$ cat src/rtl/breakout_pkg.sv
// Shared constants, types and geometry helpers for the breakout video path.
// Everything here is fixed screen layout; the draw engine only decodes commands into rectangles.
package breakout_pkg;

  localparam int X_W      = 8;
  localparam int Y_W      = 7;
  localparam int CODE_W   = 5;
  localparam int SIZE_X_W = 5;
  localparam int SIZE_Y_W = 3;

  localparam int SCREEN_W = 160;
  localparam int SCREEN_H = 120;

  typedef logic [2:0] colour_t;

  localparam colour_t COL_BLACK  = 3'b000;
  localparam colour_t COL_RED    = 3'b100;
  localparam colour_t COL_YELLOW = 3'b110;
  localparam colour_t COL_GREEN  = 3'b010;
  localparam colour_t COL_WHITE  = 3'b111;

  localparam logic [X_W-1:0]      BRICK_X0 = 8'd16;
  localparam logic [Y_W-1:0]      BRICK_Y0 = 7'd8;
  localparam logic [SIZE_X_W-1:0] BRICK_W  = 5'd30;
  localparam logic [SIZE_Y_W-1:0] BRICK_H  = 3'd6;

  localparam logic [SIZE_X_W-1:0] PADDLE_W      = 5'd24;
  localparam logic [SIZE_Y_W-1:0] PADDLE_H      = 3'd3;
  localparam logic [Y_W-1:0]      PADDLE_Y      = 7'd112;
  localparam logic [X_W-1:0]      PADDLE_X_MAX  = 8'd136;
  localparam logic [X_W-1:0]      PADDLE_X_INIT = 8'd68;

  localparam logic [SIZE_X_W-1:0] BALL_W      = 5'd2;
  localparam logic [SIZE_Y_W-1:0] BALL_H      = 3'd2;
  localparam logic [X_W-1:0]      BALL_X_MAX  = 8'd158;
  localparam logic [Y_W-1:0]      BALL_Y_MAX  = 7'd118;
  localparam logic [X_W-1:0]      BALL_X_INIT = 8'd79;
  localparam logic [Y_W-1:0]      BALL_Y_INIT = 7'd60;

  localparam logic [CODE_W-1:0] CODE_IDLE         = 5'd0;
  localparam logic [CODE_W-1:0] CODE_BRICK_LAST   = 5'd12;
  localparam logic [CODE_W-1:0] CODE_ERASE_PADDLE = 5'd13;
  localparam logic [CODE_W-1:0] CODE_DRAW_PADDLE  = 5'd14;
  localparam logic [CODE_W-1:0] CODE_ERASE_BALL   = 5'd15;
  localparam logic [CODE_W-1:0] CODE_DRAW_BALL    = 5'd16;
  localparam logic [CODE_W-1:0] CODE_ERASE_FIRST  = 5'd17;
  localparam logic [CODE_W-1:0] CODE_VALID_LAST   = 5'd28;

  typedef enum logic [1:0] {ST_IDLE, ST_LOAD, ST_DRAW, ST_DONE} state_t;

  typedef struct packed {
    logic [X_W-1:0]      x;
    logic [Y_W-1:0]      y;
    logic [SIZE_X_W-1:0] w;
    logic [SIZE_Y_W-1:0] h;
    colour_t             colour;
  } rect_t;

  function automatic logic is_draw_code(input logic [CODE_W-1:0] code);
    return (code != CODE_IDLE) && (code <= CODE_VALID_LAST);
  endfunction

  function automatic logic [X_W-1:0] clamp_x(input logic [X_W-1:0] v, input logic [X_W-1:0] lim);
    return (v > lim) ? lim : v;
  endfunction

  function automatic logic [Y_W-1:0] clamp_y(input logic [Y_W-1:0] v, input logic [Y_W-1:0] lim);
    return (v > lim) ? lim : v;
  endfunction

  // Bricks are a 4-wide grid; draw codes 1-12 and erase codes 17-28 map onto the same index.
  function automatic rect_t brick_rect(input logic [CODE_W-1:0] code);
    rect_t      r;
    logic [3:0] idx;
    logic       erase;
    erase = (code >= CODE_ERASE_FIRST);
    idx   = erase ? 4'(code - 5'd17) : 4'(code - 5'd1);
    r.x   = BRICK_X0 + {1'b0, idx[1:0], 5'd0};
    r.y   = BRICK_Y0 + {2'b00, idx[3:2], 3'd0};
    r.w   = BRICK_W;
    r.h   = BRICK_H;
    case (idx[3:2])
      2'd0:    r.colour = COL_RED;
      2'd1:    r.colour = COL_YELLOW;
      2'd2:    r.colour = COL_GREEN;
      default: r.colour = COL_BLACK;
    endcase
    if (erase) r.colour = COL_BLACK;
    return r;
  endfunction

endpackage

$ cat src/rtl/rect_scan.sv
// Raster scanner: after a start pulse walks (cx, cy) row-major over a w x h rectangle,
// one position per cycle, flagging the final position with last.
module rect_scan
  import breakout_pkg::*;
(
  input  logic                clk,
  input  logic                resetn,
  input  logic                start,
  input  logic [SIZE_X_W-1:0] w,
  input  logic [SIZE_Y_W-1:0] h,
  output logic [SIZE_X_W-1:0] cx,
  output logic [SIZE_Y_W-1:0] cy,
  output logic                valid,
  output logic                last
);

  logic [SIZE_X_W-1:0] w_q;
  logic [SIZE_Y_W-1:0] h_q;
  logic                row_end;

  assign row_end = (cx == w_q - 5'd1);
  assign last    = valid && row_end && (cy == h_q - 3'd1);

  // NOTE: sequential state uses non-blocking assignments so every register samples pre-edge values.
  always_ff @(posedge clk or negedge resetn) begin
    if (!resetn) begin
      w_q   <= '0;
      h_q   <= '0;
      cx    <= '0;
      cy    <= '0;
      valid <= 1'b0;
    end else if (start) begin
      w_q   <= w;
      h_q   <= h;
      cx    <= '0;
      cy    <= '0;
      valid <= 1'b1;
    end else if (valid) begin
      if (last) begin
        valid <= 1'b0;
      end else if (row_end) begin
        cx <= '0;
        cy <= cy + 3'd1;
      end else begin
        cx <= cx + 5'd1;
      end
    end
  end

endmodule

$ cat src/rtl/draw_engine.sv
// Breakout draw engine: decodes controller commands into rectangles and streams
// their pixels to the VGA adapter, one registered pixel per cycle.
module draw_engine
  import breakout_pkg::*;
(
  input  logic              clk,
  input  logic              resetn,
  input  logic [CODE_W-1:0] ld_draw,
  input  logic [X_W-1:0]    paddle_x,
  input  logic [X_W-1:0]    ball_x,
  input  logic [Y_W-1:0]    ball_y,
  output logic [X_W-1:0]    x,
  output logic [Y_W-1:0]    y,
  output colour_t           colour,
  output logic              plot,
  output logic              busy,
  output logic              done
);

  state_t              state;
  logic [CODE_W-1:0]   last_code;
  logic [X_W-1:0]      old_paddle_x;
  logic [X_W-1:0]      old_ball_x;
  logic [Y_W-1:0]      old_ball_y;
  rect_t               cmd_rect;
  rect_t               rect_q;
  logic                accept;
  logic                last_px;

  logic [SIZE_X_W-1:0] scan_cx;
  logic [SIZE_Y_W-1:0] scan_cy;
  logic                scan_valid;
  logic                scan_last;

  always_comb begin
    // NOTE: cmd_rect gets a full default before the case so no path leaves it unassigned (no latch).
    cmd_rect = brick_rect(ld_draw);
    case (ld_draw)
      CODE_ERASE_PADDLE: begin
        cmd_rect.x      = old_paddle_x;
        cmd_rect.y      = PADDLE_Y;
        cmd_rect.w      = PADDLE_W;
        cmd_rect.h      = PADDLE_H;
        cmd_rect.colour = COL_BLACK;
      end
      CODE_DRAW_PADDLE: begin
        cmd_rect.x      = clamp_x(paddle_x, PADDLE_X_MAX);
        cmd_rect.y      = PADDLE_Y;
        cmd_rect.w      = PADDLE_W;
        cmd_rect.h      = PADDLE_H;
        cmd_rect.colour = COL_WHITE;
      end
      CODE_ERASE_BALL: begin
        cmd_rect.x      = old_ball_x;
        cmd_rect.y      = old_ball_y;
        cmd_rect.w      = BALL_W;
        cmd_rect.h      = BALL_H;
        cmd_rect.colour = COL_BLACK;
      end
      CODE_DRAW_BALL: begin
        cmd_rect.x      = clamp_x(ball_x, BALL_X_MAX);
        cmd_rect.y      = clamp_y(ball_y, BALL_Y_MAX);
        cmd_rect.w      = BALL_W;
        cmd_rect.h      = BALL_H;
        cmd_rect.colour = COL_WHITE;
      end
      default: ;
    endcase
  end

  // A held code is only re-armed by passing through idle (code 0) first.
  assign accept = (state == ST_IDLE) && is_draw_code(ld_draw) && (ld_draw != last_code);

  // The scanner starts on the accept edge so its first position is ready while in LOAD.
  rect_scan u_scan (
    .clk    (clk),
    .resetn (resetn),
    .start  (accept),
    .w      (cmd_rect.w),
    .h      (cmd_rect.h),
    .cx     (scan_cx),
    .cy     (scan_cy),
    .valid  (scan_valid),
    .last   (scan_last)
  );

  always_ff @(posedge clk or negedge resetn) begin
    if (!resetn) begin
      state        <= ST_IDLE;
      last_code    <= '0;
      old_paddle_x <= PADDLE_X_INIT;
      old_ball_x   <= BALL_X_INIT;
      old_ball_y   <= BALL_Y_INIT;
      rect_q       <= '0;
      last_px      <= 1'b0;
      x            <= '0;
      y            <= '0;
      colour       <= COL_BLACK;
      plot         <= 1'b0;
      busy         <= 1'b0;
      done         <= 1'b0;
    end else begin
      done <= 1'b0;
      case (state)
        ST_IDLE: begin
          if (ld_draw == CODE_IDLE) last_code <= '0;
          if (accept) begin
            state     <= ST_LOAD;
            busy      <= 1'b1;
            last_code <= ld_draw;
            rect_q    <= cmd_rect;
            if (ld_draw == CODE_DRAW_PADDLE) old_paddle_x <= cmd_rect.x;
            if (ld_draw == CODE_DRAW_BALL) begin
              old_ball_x <= cmd_rect.x;
              old_ball_y <= cmd_rect.y;
            end
          end
        end
        ST_LOAD: begin
          state  <= ST_DRAW;
          colour <= rect_q.colour;
          plot   <= scan_valid;
          if (scan_valid) begin
            x       <= rect_q.x + {3'b000, scan_cx};
            y       <= rect_q.y + {4'b0000, scan_cy};
            last_px <= scan_last;
          end
        end
        ST_DRAW: begin
          if (last_px) begin
            state   <= ST_DONE;
            plot    <= 1'b0;
            done    <= 1'b1;
            last_px <= 1'b0;
          end else begin
            plot <= scan_valid;
            if (scan_valid) begin
              x       <= rect_q.x + {3'b000, scan_cx};
              y       <= rect_q.y + {4'b0000, scan_cy};
              last_px <= scan_last;
            end
          end
        end
        ST_DONE: begin
          state <= ST_IDLE;
          busy  <= 1'b0;
        end
        default: state <= ST_IDLE;
      endcase
    end
  end

endmodule
$ cat config.mk
export PLATFORM = sky130hd
export DESIGN_NAME = draw_engine
export DESIGN_NICKNAME = d
export VERILOG_FILES = /design/src/rtl/breakout_pkg.sv /design/src/rtl/rect_scan.sv /design/src/rtl/draw_engine.sv
export SDC_FILE = /design/constraint.sdc
export NUM_CORES = 1
export LEC_CHECK = 0
export CAP_MARGIN = 10
export CORE_AREA = 8 8 123 125
export CTS_BUF_LIST = sky130_fd_sc_hd__clkbuf_4 sky130_fd_sc_hd__clkbuf_8
export DETAILED_ROUTE_END_ITERATION = 6
export DIE_AREA = 0 0 131 133
export MAX_ROUTING_LAYER = met4
export PLACE_DENSITY = 0.53
export SETUP_SLACK_MARGIN = 0.15
export SYNTH_ARGS = -nofsm -noshare
export SYNTH_HDL_FRONTEND = slang
export SYNTH_SLANG_ARGS = --single-unit
$ cat constraint.sdc
create_clock -name clk -period 3.55 [get_ports clk]
set_input_delay 0.71 -clock clk [delete_from_list [all_inputs] [get_ports clk]]
set_output_delay 0.71 -clock clk [all_outputs]
set_load 0.02 [all_outputs]
==> run metrics <==
final net count 593; Post-synth EDFFs 0; crit path kind primary input to register; Final Slew Violations 0; ranking of synthesized cells by area dfrtp_1 39%, ha_1 6.7%, dfstp_2 6.2%; vias in the first global route 3755; VDD IR max 0.2762 mV; count of different cell masters after synthesis 60; Vert. Die Dim 133 um; syn_nets 541; worst-margin pin slew 0.8883 ns; Yosys reg bits 84; final WL 11.64 mm; area leader, netlist dfrtp_1; Req. time, crit path 3.86 ns; Mapped Avg Cell Area 9.578 sq um; Pre-Repair DR Iteration Count 4; clock buffer depth 2; Filler Cells Inserted 1290; Hold Crit Class primary input to asynchronous set/reset pin; post-CTS setup buffer count 0; Placeable Area 13090 sq um; post-CTS sizing 0; Final TNS setup 0 ns; Metal-1 WL 5.729 mm; Std-Cell Rows 42; Die ar. 17420 sq um; power density cells 706.9 nW/um^2; Top Layer Used met4; Initial Utilization 0.3543; Port-buffer cells 50; slew margin rel. 0.4078; crit path launch ld_draw[1]; crit end category register; Syn Inst Count 484; leakage power 2.445 nW; minimum clock period after layout 2.819 ns; CTS root buf clkbuf_8; clock skew 0.01341 ns; cts bufs inserted 9; Worst Path Arrival 3.13 ns; routed wl met2 5.323 mm; maximum clock frequency 354.8 MHz; Design Area, Final 5565 sq um; Vias/cell 5.013; GPL Wtd Cong 0.8363; CP Max Fanout 26; Pwr Total 0.003934 W; clock latency on the worst-skew pair 0.38 ns; antenna cell count 0; DRT iter0 DRCs 213; Area Growth Syn to Fin 20.05%; initial antenna violation count 0; clock slew seen by the registers of the worst setup and hold paths 0.09 ns; HPWL after DPL 8.839 mm; Setup Viol. Count Final 0; Async SR Flop Fraction 1.000; Ports 51; ys flop type dfrtp_1; Hold Buf Count CTS 0; yosys synthesis warning count 0; Reg-to-Reg Start u_scan.h_q[0]$_DFFE_PN0N_; DIE WIDTH 131 um; Vias 3594; Post-DP Area 5345 sq um; crit start category primary input; largest net degree at the start of global routing 69; CTS tree built; Synth Cell Area 4636 sq um; CTS sink cnt 84; Final period util 0.7940; WL per Instance 16.24 um; Max H-tree Level 3; Max Cap Viol 0; layout cells sized above 1 0.1109; grt total ovfl 0; final hold vios 0; Total GRT Usage 0.1460; RSZ-0062 raised after global routing false; met3 WL 433 um; wire length of the first global-routing pass 19.51 mm; post-synth top area share 0.3941; DRC 0; DRT antenna net count 0; register area share after synthesis 0.4564; outcome finished, final reports clean; Final Core Density 0.4253
[sequential cells by signal, summed over array words and instances (netlist names), 3 cells and up]
register	flops
x	8
u_scan.w_q	3
y	7
old_ball_y	7
rect_q	18
old_ball_x	8
u_scan.cx	5
colour	3
u_scan.cy	3
last_code	5
old_paddle_x	8
[final timing paths]
| kind | endpoint | slack, ns | cells past startpoint |
|---|---|---|---|
| max | u_scan.cy[0]$_DFFE_PN0P_ | 0.73 | 9 |
| min | x[4]$_DFFE_PN0P_ | 0.43 | 1 |
| max reg2reg | u_scan.cx[2]$_DFFE_PN0P_ | 1.39 | 7 |
| min in group clk | u_scan.h_q[1]$_DFFE_PN0N_ | 0.47 | 2 |
| max in group asynchronous | x[0]$_DFFE_PN0P_ | 2.42 | 2 |
| min reg2reg | u_scan.h_q[1]$_DFFE_PN0N_ | 0.47 | 2 |
[metal layers]
layer | vias to the layer above | global-route usage
met3 | 12 | 0.02491
met4 | 0 | 0.05361
met2 | 70 | 0.2197
met1 | 1696 | 0.1921
met5 | - | -
li1 | 1816 | -
[where the power goes]
group / switching, W / internal [W] / leakage [nW] / total, W
combinational: 0.000904 / 0.000682 / 1.30 / 0.00159
clock: 0.000371 / 0.000387 / 0.109 / 0.000758
sequential: 0.000267 / 0.00132 / 1.04 / 0.00159
total: 0.00154 / 0.00239 / 2.44 / 0.00393
[area by class of cell]
class,count,area (sq um),share of cell area
Clock buffer,12,165.2,0.02968
Clock inverter,4,55.05,0.009892
Inverter,24,90.09,0.01619
Multi-Input combinational cell,354,2323,0.4175
Sequential cell,84,2116,0.3802
Tap cell,176,220.2,0.03957
Timing Repair Buffer,63,595.6,0.1070
[critical path, stage by stage]
cell	delay, ns
clkdlybuf4s50_1	0.51
inv_1	0.17
ha_1	0.24
or4b_4	0.50
nand3_4	0.12
a21oi_2	0.04
buf_4	0.23
or4_1	0.52
nand2_1	0.08
[synth_stat cells (all sizes together) (2+ instances only)]
cell      n
a222oi    5
a31oi     7
nor3      9
a22oi     4
nand3     9
nand2    77
inv      24
o2111ai   2
a221o     2
o21ai    59
o31ai     7
nor4      2
nor2     25
nand4b    3
mux2      4
a22o      2
and4b     3
a31o      2
o211a     3
a21oi    24
nor2b     9
dfstp    11
buf      15
a21o      4
o211ai    6
nand4     4
a21boi    4
a211oi    3
dfrtp    73
or2       2
fa        2
and2      2
xnor2     6
o21a      3
ha       25
clkbuf    7
xor2     15
and3      7
[per-stage QoR]
step                hold WS, ns  cells  worst slack, ns
finish                   0.4316    717           0.7313
detailed placement       0.4533    701           0.3509
global placement         0.4502    701           0.4097
CTS                      0.4745    717           0.7408
floorplan                0.4144    484            1.267
global route             0.5041    717           0.5925
[cells in the final DEF (no fill, tap or decap), drive strengths merged, types with 12 or more instances in the layout]
master	count
a21oi	24
nand2	77
xor2	15
dfrtp	73
clkbuf	12
o21ai	59
ha	25
buf	14
nor2	25
clkdlybuf4s50	49
inv	25
[kinds of logic after synthesis]
family,synth area share
AND/OR/NAND/NOR,0.1717
buffers and inverters,0.04238
AO/OA/AOI/OAI,0.1989
XOR/XNOR,0.04480
flip-flops,0.4564
multiplexers,0.009716
adder cells (fa/ha/maj),0.07611
No activity file was read; power rests on OpenSTA's default activity.
